--- config.mk ---
export PLATFORM = sky130hd
export DESIGN_NAME = tmr_bank_ctrl
export DESIGN_NICKNAME = d
export VERILOG_FILES = /design/src/rtl/tmr_bank_ctrl.sv
export SDC_FILE = /design/constraint.sdc
export NUM_CORES = 1
export LEC_CHECK = 0
export ABC_AREA = 0
export CAP_MARGIN = 20
export CORE_UTILIZATION = 35
export CTS_CLUSTER_SIZE = 20
export DETAILED_ROUTE_END_ITERATION = 8
export PLACE_DENSITY = 0.66
export SYNTH_ARGS = -nofsm -noshare
export SYNTH_HDL_FRONTEND = slang
export SYNTH_SLANG_ARGS = --single-unit
--- constraint.sdc ---
create_clock -name clk -period 2 [get_ports clk]
set_input_delay 0.2 -clock clk [delete_from_list [all_inputs] [get_ports clk]]
set_output_delay 0.2 -clock clk [all_outputs]
set_load 0.005 [all_outputs]
--- src/rtl/tmr_bank_ctrl.sv ---
// Arbitrates host writes against voted-value repair of a TMR register bank and logs faults.
// Host write: one WE cycle after acceptance; repair takes p_repairCycles+1 cycles; host_ready drops while busy or a repair is pending.
module tmr_bank_ctrl #(
   parameter int p_numRegs      = 8,
   parameter int p_dataSize     = 32,
   parameter int p_repairCycles = 2,
   parameter int p_irqThreshold = 16
) (
   input  logic                         clk,
   input  logic                         rst,
   input  logic                         host_valid,
   output logic                         host_ready,
   input  logic [$clog2(p_numRegs)-1:0] host_addr,
   input  logic [p_dataSize-1:0]        host_data,
   input  logic [p_numRegs-1:0]         err_in,
   input  logic                         clr_err,
   output logic [p_numRegs-1:0]         reg_we,
   output logic [p_dataSize-1:0]        reg_wdata,
   output logic [p_numRegs-1:0]         err_sticky,
   output logic [p_numRegs-1:0]         persist_fault,
   output logic [7:0]                   err_count,
   output logic                         irq
);

   localparam int c_aw = $clog2(p_numRegs);
   localparam int c_cw = $clog2(p_repairCycles + 1);

   typedef enum logic [1:0] {S_IDLE, S_WRITE, S_REPAIR, S_VERIFY} state_t;

   state_t                  r_state, w_next;
   logic [p_numRegs-1:0]    r_err_q;
   logic [p_numRegs-1:0]    r_sticky;
   logic [p_numRegs-1:0]    r_persist;
   logic [7:0]              r_err_count;
   logic                    r_irq;
   logic [c_aw-1:0]         r_addr;
   logic [c_aw-1:0]         r_idx;
   logic [p_dataSize-1:0]   r_data;
   logic [c_cw-1:0]         r_cnt;

   logic [p_numRegs-1:0]    w_pending;
   logic [c_aw-1:0]         w_low_idx;
   logic                    w_accept;
   logic                    w_start_rep;
   logic                    w_verify_hit;
   logic [p_numRegs-1:0]    w_we;

   // Persistently faulted registers are masked so a stuck error cannot starve the host.
   assign w_pending = r_err_q & ~r_persist;

   always_comb begin
      w_low_idx = '0;
      for (int i = p_numRegs - 1; i >= 0; i--) begin
         if (w_pending[i]) w_low_idx = c_aw'(i);
      end
   end

   always_ff @(posedge clk or posedge rst) begin
      if (rst) r_state <= S_IDLE;
      else     r_state <= w_next;
   end

   always_comb begin
      w_next       = r_state;
      w_accept     = 1'b0;
      w_start_rep  = 1'b0;
      w_verify_hit = 1'b0;
      case (r_state)
         S_IDLE: begin
            if (|w_pending) begin
               w_start_rep = 1'b1;
               w_next      = S_REPAIR;
            end else if (host_valid) begin
               w_accept = 1'b1;
               w_next   = S_WRITE;
            end
         end
         S_WRITE:  w_next = S_IDLE;
         S_REPAIR: if (r_cnt == c_cw'(1)) w_next = S_VERIFY;
         S_VERIFY: begin
            w_verify_hit = r_err_q[r_idx];
            w_next       = S_IDLE;
         end
         default:  w_next = S_IDLE;
      endcase
   end

   always_ff @(posedge clk or posedge rst) begin
      if (rst) begin
         r_err_q <= '0;
         r_addr  <= '0;
         r_data  <= '0;
         r_idx   <= '0;
         r_cnt   <= '0;
      end else begin
         r_err_q <= err_in;
         if (w_accept) begin
            r_addr <= host_addr;
            r_data <= host_data;
         end
         if (w_start_rep) begin
            r_idx <= w_low_idx;
            r_cnt <= c_cw'(p_repairCycles);
         end else if (r_state == S_REPAIR) begin
            r_cnt <= r_cnt - c_cw'(1);
         end
      end
   end

   // A clear in the same cycle as a new fault or count increment takes precedence.
   always_ff @(posedge clk or posedge rst) begin
      if (rst) begin
         r_sticky    <= '0;
         r_persist   <= '0;
         r_err_count <= '0;
         r_irq       <= 1'b0;
      end else if (clr_err) begin
         r_sticky    <= '0;
         r_persist   <= '0;
         r_err_count <= '0;
         r_irq       <= 1'b0;
      end else begin
         if (w_start_rep) begin
            r_sticky[w_low_idx] <= 1'b1;
            if (r_err_count != 8'hFF) begin
               r_err_count <= r_err_count + 8'd1;
               if (r_err_count + 8'd1 == 8'(p_irqThreshold)) r_irq <= 1'b1;
            end
         end
         if (w_verify_hit) begin
            r_persist[r_idx] <= 1'b1;
            r_irq            <= 1'b1;
         end
      end
   end

   // Out-of-range host addresses complete the handshake without pulsing any WE.
   always_comb begin
      w_we = '0;
      if (r_state == S_WRITE && 32'(r_addr) < p_numRegs) w_we[r_addr] = 1'b1;
   end

   assign host_ready    = (r_state == S_IDLE) & ~|w_pending;
   assign reg_we        = w_we;
   assign reg_wdata     = r_data;
   assign err_sticky    = r_sticky;
   assign persist_fault = r_persist;
   assign err_count     = r_err_count;
   assign irq           = r_irq;

endmodule

# After elaboration in Yosys (flattened, before gate mapping)
# Index checks and enable logic that the tools add are counted.
# totals
out_inout_bits,66
ff_bits,75
# op_classes
n_eq_ne,8
addsub,2
bitwise_logic,5
muxes,41
reduce_logical,17
n_lt_le_gt_ge,6
# ops
op,count
two-way mux 8 bit,8
two-way mux 3 bit,8
bitwise OR 8 bit,2
two-way mux 1 bit,15
"less-than comparator 3 x 4 -> 1 bit, second input constant",3
two-way mux 2 bit,5
demux 1 bit (select 3 bit),3
"greater-or-equal comparator 3 x 1 -> 1 bit, second input constant",3
nonzero test 3 bit,3
"adder 8 x 1 -> 8 bit, second input constant",1
AND 8 bit,1
"== test 8 x 5 -> 1 bit, second input constant",1
"inequality test 8 bit, second input constant",1
inverter 8 bit,1
nonzero test 2 bit,4
OR reduction 8 bit,1
case mux 2 bit (3 select lines),1
"== test 2 x 1 -> 1 bit, second input constant",2
"== test 2 bit, second input constant",2
AND reduction 2 bit,2
binary-select mux 1 bit (select 3 bit),1
logical AND 1 bit,3
"inequality test 3 bit, second input constant",1
AND reduction 3 bit,1
other kinds (6),6

# Longest topological paths before layout
# Gate-level depths: netlist (run 1).
# logic_depth
depth_word,17
mapped_depth,7
depth_no_buf,6

# Worst setup path after synthesis (run 1)
# No wires, ideal clock.
# synth_timing
path_kind,register -> register
start,"register r_err_count[0], in the netlist err_count[0]"
end,"register r_err_count[5], in the netlist err_count[5]"
required_time_ns,1.875
slack_ns,0.303
stages_incl_launch_ff,7
t_arrival_ns,1.572
synth_period_minus_slack_ns,1.697
setup_time_ns,0.125
cell_sequence,dfrtp_1 ha_1 nand3_1 nand2b_1 o311ai_4 nor3_1 mux2_2
# synth_via
elab_chain_len,4
# synth_rtl
element,line,rtl
"start, declared",34,logic [7:0] r_err_count;
"start signal, assigned",126,r_err_count <= r_err_count + 8'd1;
adder 8 x 1 -> 8 bit,126,
two-way mux 8 bit,125,if (r_err_count != 8'hFF) begin
two-way mux 8 bit,123,if (w_start_rep) begin
two-way mux 8 bit,117,end else if (clr_err) begin
# Several ways; a longest one is shown, not always the timed one. The select of a mux whose other input is x is not followed.
# A chain may end at the register's enable or synchronous reset.

# Worst setup path after layout (run 1)
# layout_timing
start,register r_state[0]
end,output port reg_we[0]
# layout_via
elab_chain_len,2
# layout_rtl
element,line,rtl
"start, declared",30,"state_t r_state, w_next;"
"start signal, assigned",60,else r_state <= w_next;
== test 2 x 1 -> 1 bit,140,if (r_state == S_WRITE && 32'(r_addr) < p_numRegs) w_we[r_addr] = 1'b1;
two-way mux 8 bit,140,
"end, declared",17,"output logic [p_numRegs-1:0] reg_we,"
# No other way between the ends.

==> results.sh, run 1 <==
export IMPL_status="finished, final reports clean"
export IMPL_wl_um=7940
export IMPL_worstPathArrival_ns=1.66
export IMPL_final_hold_violation_count=0
export IMPL_coreArea_um2=9370
export IMPL_min_period_ns=1.86
export IMPL_p_per_area_nw_per_um2=787
export IMPL_worst_slew_pin_slew_ns=0.489
export IMPL_end_kind="primary output"
export IMPL_cap_viol_max_count=0
export IMPL_critPathTopFamily="simple AND/OR/NAND/NOR gates"
export IMPL_grt_use_met1_pct=22.4
export IMPL_gr_usage_met2_pct=26.2
export IMPL_cp_max_fo=6
export IMPL_syn_area_um2=3420
export IMPL_synth_area_leaders="dfrtp_1 (55%), mux2_4 (13%), mux2_2 (3.6%), nor2_1 (3.3%), a21oi_1 (1.9%)"
export IMPL_cts_root_buffer="clkbuf_8"
export IMPL_synth_distinct_cells=45
export IMPL_fin_tns_setup_ns=0
export IMPL_yosysTopAreaCell="dfrtp_1"
export IMPL_yosysTopAreaCellShare_pct=54.9
export IMPL_nNetsFinal=444
export IMPL_cts_sinks=75
export IMPL_ys_seq_elements=75
export IMPL_rsz0062_at_grt="false"
export IMPL_crit_chain="or3b_2 > nor3_1 > dlygate4sd2_1"
export IMPL_gp_routability_congestion=0.853
export IMPL_viasPerCell=4.81
export IMPL_syn_inst=269
export IMPL_cts_hold_buffers=0
export IMPL_insertion_delay_ns=0.34
export IMPL_r2r_cells=6
export IMPL_leakage_nw=2.32
export IMPL_post_route_period_util_pct=93.0
export IMPL_synth_seq_area_share_pct=54.9
export IMPL_synth_top_family_by_area="multiplexers"
export IMPL_use_met3_pct=7.21
export IMPL_syn_nets=318
export IMPL_ir_drop_uv=316
export IMPL_slowest_stage="or3b_2"
export IMPL_grt_pass1_wl_um=13300
export IMPL_synth_simple_area_share_pct=15.7
export IMPL_grt_pass1_vias=2624
export IMPL_synthXorXnorAreaFrac_pct=0.256
export IMPL_fill_cells=844
export IMPL_die_y_um=101
export IMPL_hp_class="primary input to asynchronous set/reset pin"
export IMPL_placed_area_um2=4780
export IMPL_dieWidth_um=101
export IMPL_setup_violations=0
export IMPL_clock_path_buffers=2
export IMPL_grt_max_degree=35
export IMPL_htreeDepth=3
export IMPL_required_ns=1.80
export IMPL_synthAdderAreaFrac_pct=0.732
export IMPL_rows=35
export IMPL_ioPinCount=113
export IMPL_grt_overflow=0
export IMPL_path_buf_inv=1
export IMPL_drt_iter0_drc=124
export IMPL_cts_buffers=9
export IMPL_avgRoutedWirePerCell_um=15.0
export IMPL_port_buffers=112
export IMPL_route_detailed_drc=0
export IMPL_start_kind="flip-flop"
export IMPL_fin_skew_ns=0.00690
export IMPL_yosys_warnings=0
export IMPL_critPathKind="flip-flop to primary output"
export IMPL_start_util_pct=36.5
export IMPL_cts_tree="built"
export IMPL_syn_avg_cell_area_um2=12.7
export IMPL_clk_pin_slew_ns=0.07
export IMPL_postLayoutCellArea_um2=5030
export IMPL_fmax_mhz=538
export IMPL_dieArea_um2=10200
export IMPL_ant_nets=0
export IMPL_relSlewSlack_pct=67.3
export IMPL_drive_gt1_share_pct=22.5
export IMPL_num_vias=2543
export IMPL_dpl_hpwl_um=5980
export IMPL_first_pass_iters=5
export IMPL_maxSlewViolCount=0
export IMPL_critPathMaxStageDelay_ns=0.49
export IMPL_synth_compound_area_share_pct=7.68
export IMPL_synth_area_mux_share_pct=18.0
export IMPL_path_depth=3
export IMPL_busiest_layer="met2"
export IMPL_antenna_found_initial=0
export IMPL_synthToLayoutAreaGrowth_pct=47.1
export IMPL_grtUsageTotal_pct=17.2
export IMPL_insertedDiodeCount=0
## metrics by stage
step | worst slack (ns) | util [%] | hold WS, ns | cells | power [mW]
global placement | 0.213 | 51.0 | 0.488 | 512 | 2.64
CTS | 0.0156 | 53.7 | 0.236 | 529 | 4.02
global route | 0.0226 | 53.7 | 0.250 | 529 | 4.19
finish | 0.140 | 53.7 | 0.239 | 529 | 3.96
detailed placement | 0.153 | 51.0 | 0.491 | 512 | 2.66
floorplan | 0.303 | - | 0.231 | 269 | 2.28
## report_power, final
| part | internal [mW] | switching (mW) | total, mW | leakage [nW] |
|---|---|---|---|---|
| Clock | 0.769 | 0.539 | 1.31 | 0.113 |
| Combinational | 0.478 | 0.392 | 0.869 | 1.19 |
| Sequential | 1.64 | 0.138 | 1.78 | 1.01 |
## worst paths after layout
kind,startpoint,end,slack [ns]
worst max register to register,err_count[0],err_count[5],0.15
worst min-delay path,rst,reg_wdata[26],0.24
min in group clk,err_in[1],r_err_q[1],0.29
worst min register to register,err_sticky[6],err_sticky[6],0.50
max in group asynchronous,rst,r_state[1],1.24
worst max-delay path,r_state[0],reg_we[0],0.14
## worst register-to-register path: stages, from the launching register on
cell      delay (ns)
dfrtp_1         0.44
ha_1            0.25
nand3_1         0.15
nand2b_1        0.20
o311ai_4        0.15
nor3_1          0.19
mux2_2          0.35
## synth_stat cells (all sizes together)
cell,n
mux4,2
nor4,2
o311ai,1
o21ai,9
ha,2
o2111ai,1
mux2,40
a31oi,7
mux2i,1
nor3,10
a22o,1
nand2b,10
or3,2
nor3b,1
o22ai,1
inv,6
or3b,1
nand2,12
and4,2
xor2,1
a211oi,1
nand4,1
nor2b,7
dfrtp,75
clkbuf,4
a211o,1
o31ai,3
buf,7
and3,1
and4b,1
nand3b,3
nand4b,1
nor2,32
a21oi,13
nand3,7
## per-layer routing
layer / vias up / routed length, um
li1: 1202 / -
met1: 1240 / 3430
met2: 95 / 3780
met3: 6 / 649
met4: 0 / 74
met5: - / 0
## cell families after synthesis
logic type / count (synthesis)
xor+xnor: 1
fa+ha+maj: 2
buf+inv: 17
compound gates: 38
mux: 43
simple gates: 93
flops: 75
## timing repair
item	CTS	global route
setup buffers	1	0
setup endpoints to repair	9	2
gates resized for setup	12	2
hold endpoints to repair	0	0
## placed cells by master (no fill, tap or decap), types with 2 or more instances in the layout
cell / Yosys / layout
nand2b_1: 8 / 8
nor3_1: 9 / 6
nand3_1: 5 / 5
nor3_2: 1 / 3
dfrtp_1: 75 / 74
clkinvlp_4: 0 / 2
clkdlybuf4s50_1: 0 / 103
mux4_2: 2 / 2
nand3b_1: 3 / 3
dlygate4sd2_1: 0 / 7
bufinv_16: 0 / 2
mux2_2: 11 / 11
nand3_4: 2 / 2
mux2_4: 29 / 29
nor4_1: 2 / 2
or3_1: 2 / 2
nand2_2: 3 / 3
buf_4: 0 / 10
nand2b_2: 2 / 2
a31oi_1: 7 / 7
clkbuf_8: 0 / 11
inv_1: 6 / 5
o31ai_1: 2 / 2
nor2_1: 30 / 30
o21ai_0: 8 / 8
buf_12: 0 / 4
and4_1: 2 / 2
dlymetal6s2s_1: 0 / 2
a21oi_1: 13 / 13
ha_1: 2 / 2
nor2b_1: 7 / 7
nand2_1: 9 / 9
## area by class of cell
type                            count  area [um^2]  share of cell area, %
Sequential cell                    75         1880                   37.3
Inverter                            6         26.3                  0.522
Multi-Input combinational cell    177         1470                   29.2
Timing Repair Buffer              126         1270                   25.3
Tap cell                          129          161                   3.21
Clock inverter                      4         72.6                   1.44
Clock buffer                       12          155                   3.08
## state kept, by name, indices dropped and copies added, names as in the netlist
signal and cells:
reg_wdata 32, err_count 8, err_sticky 8, persist_fault 8, r_err_q 8, r_addr 3, r_idx 3, r_cnt 2
r_state 2, irq 1
No activity file was read; power rests on OpenSTA's default activity.
==> run 2, diff against run 1 <==
REMOVE_ABC_BUFFERS = 1   (was default)
==> results.sh, run 2 (same netlist as run 1, synthesis figures left out) <==
export IMPL_cts_buffers=9
export IMPL_postLayoutCellArea_um2=5100
export IMPL_start_util_pct=36.5
export IMPL_relSlewSlack_pct=70.1
export IMPL_grt_pass1_vias=2757
export IMPL_min_period_ns=1.95
export IMPL_status="finished, final reports clean"
export IMPL_grt_overflow=0
export IMPL_viasPerCell=4.83
export IMPL_final_hold_violation_count=0
export IMPL_dp_cells=513
export IMPL_port_buffers=112
export IMPL_drt_iter0_drc=115
export IMPL_crit_chain="or3b_4 > nor2_1 > clkdlybuf4s50_1"
export IMPL_htreeDepth=3
export IMPL_dieArea_um2=10200
export IMPL_coreArea_um2=9370
export IMPL_rsz0062_at_grt="true"
export IMPL_synthToLayoutAreaGrowth_pct=49.2
export IMPL_critPathMaxStageDelay_ns=0.51
export IMPL_largest_reg_flops=32
export IMPL_cts_root_buffer="clkbuf_8"
export IMPL_gp_routability_congestion=0.838
export IMPL_end_kind="primary output"
export IMPL_worstPathArrival_ns=1.75
export IMPL_maxSlewViolCount=0
export IMPL_cts_sinks=75
export IMPL_r2r_cells=7
export IMPL_cts_tree="built"
export IMPL_wl_um=8230
export IMPL_setup_violations=0
export IMPL_layout_cells_non_filler=534
export IMPL_fill_cells=829
export IMPL_critPathKind="flip-flop to primary output"
export IMPL_insertedDiodeCount=0
export IMPL_required_ns=1.80
export IMPL_ioPinCount=113
export IMPL_insertion_delay_ns=0.34
export IMPL_leakage_nw=2.34
export IMPL_cap_viol_max_count=0
export IMPL_grt_pass1_wl_um=13600
export IMPL_fmax_mhz=512
export IMPL_fin_tns_setup_ns=0
export IMPL_multiInputGateArea_um2=1480
export IMPL_grtUsageTotal_pct=17.7
export IMPL_avgRoutedWirePerCell_um=15.4
export IMPL_r2r_end="r_addr[0]"
export IMPL_nNetsFinal=449
export IMPL_ant_nets=0
export IMPL_r2r_start="r_state[1]"
export IMPL_grt_max_degree=37
export IMPL_cts_hold_buffers=0
export IMPL_dpl_hpwl_um=6160
export IMPL_cp_max_fo=3
export IMPL_dieWidth_um=101
export IMPL_final_common_cell="clkdlybuf4s50_1"
export IMPL_num_vias=2581
export IMPL_clk_pin_slew_ns=0.08
export IMPL_seq_area_um2=1880
export IMPL_final_cell_mix="clkdlybuf4s50_1 (108), dfrtp_1 (73), nor2_1 (30)"
export IMPL_start_kind="flip-flop"
export IMPL_hp_class="primary input to asynchronous set/reset pin"
export IMPL_placed_area_um2=4770
export IMPL_route_detailed_drc=0
export IMPL_slowest_stage="clkdlybuf4s50_1"
export IMPL_p_per_area_nw_per_um2=810
export IMPL_post_route_period_util_pct=97.6
export IMPL_drive_gt1_share_pct=24.0
export IMPL_fin_skew_ns=0.00880
export IMPL_clock_path_buffers=2
export IMPL_rows=35
export IMPL_first_pass_iters=4
export IMPL_antenna_found_initial=0
export IMPL_worst_slew_pin_slew_ns=0.449
export IMPL_ir_drop_uv=389
export IMPL_die_y_um=101
export IMPL_reg2reg_setup_slack_ns=0.17
[run 2: cell type report]
class,count,share of cell area (%)
repair buffers,131,25.8
well taps,129,3.16
clock inverters,5,1.96
flip-flops and latches,75,36.8
clock buffers,11,2.77
inverters,6,0.441
multi-input cells,177,29.1
[run 2: critical path: cells and delay by family (launching register included)]
kind / cells / cell delay, ns
simple gates: 2 / 0.49
flops: 1 / 0.41
buf+inv: 1 / 0.51
[run 2: layer usage]
layer | track usage [%] | routed length, um | vias up
met5 | 0 | 0 | -
met3 | 6.87 | 772 | 14
met1 | 21.6 | 3440 | 1258
met2 | 27.8 | 3860 | 91
li1 | - | - | 1218
met4 | 7.80 | 162 | 0
[run 2: timing repair]
action                                 4_1_cts  5_1_grt
endpoints found under the hold margin        0        0
setup buffers                                5        0
gates resized for setup                     10        3
setup endpoints to repair                    7        3
[run 2: how the worst max path moves through the flow]
| stage | start | end | cells after the start |
|---|---|---|---|
| after global routing | r_state[0] | reg_we[3] | 4 |
| after global placement | r_state[0] | reg_we[0] | 3 |
| after detailed placement | r_state[0] | reg_we[0] | 3 |
| after floorplan | rst | err_count[0] | 1 |
| after CTS | r_state[1] | reg_we[1] | 3 |
| final | r_state[0] | reg_we[4] | 3 |
[run 2: through the flow]
step	hold slack [ns]	utilization, %	worst slack, ns	total power, mW
final	0.188	54.5	0.0483	4.14
after global routing	0.228	54.5	-0.0278	4.36
after CTS	0.186	54.4	0.00916	4.18
after detailed placement	0.489	50.9	0.0711	2.68
after global placement	0.485	50.9	0.140	2.66
after floorplan	0.231	-	-0.110	2.23
[run 2: report_power, final]
part           internal [mW]  switching [mW]  total [mW]
clock network          0.860           0.543        1.40
logic                  0.533           0.432       0.965
registers               1.64           0.126        1.77
total                   3.04            1.10        4.14
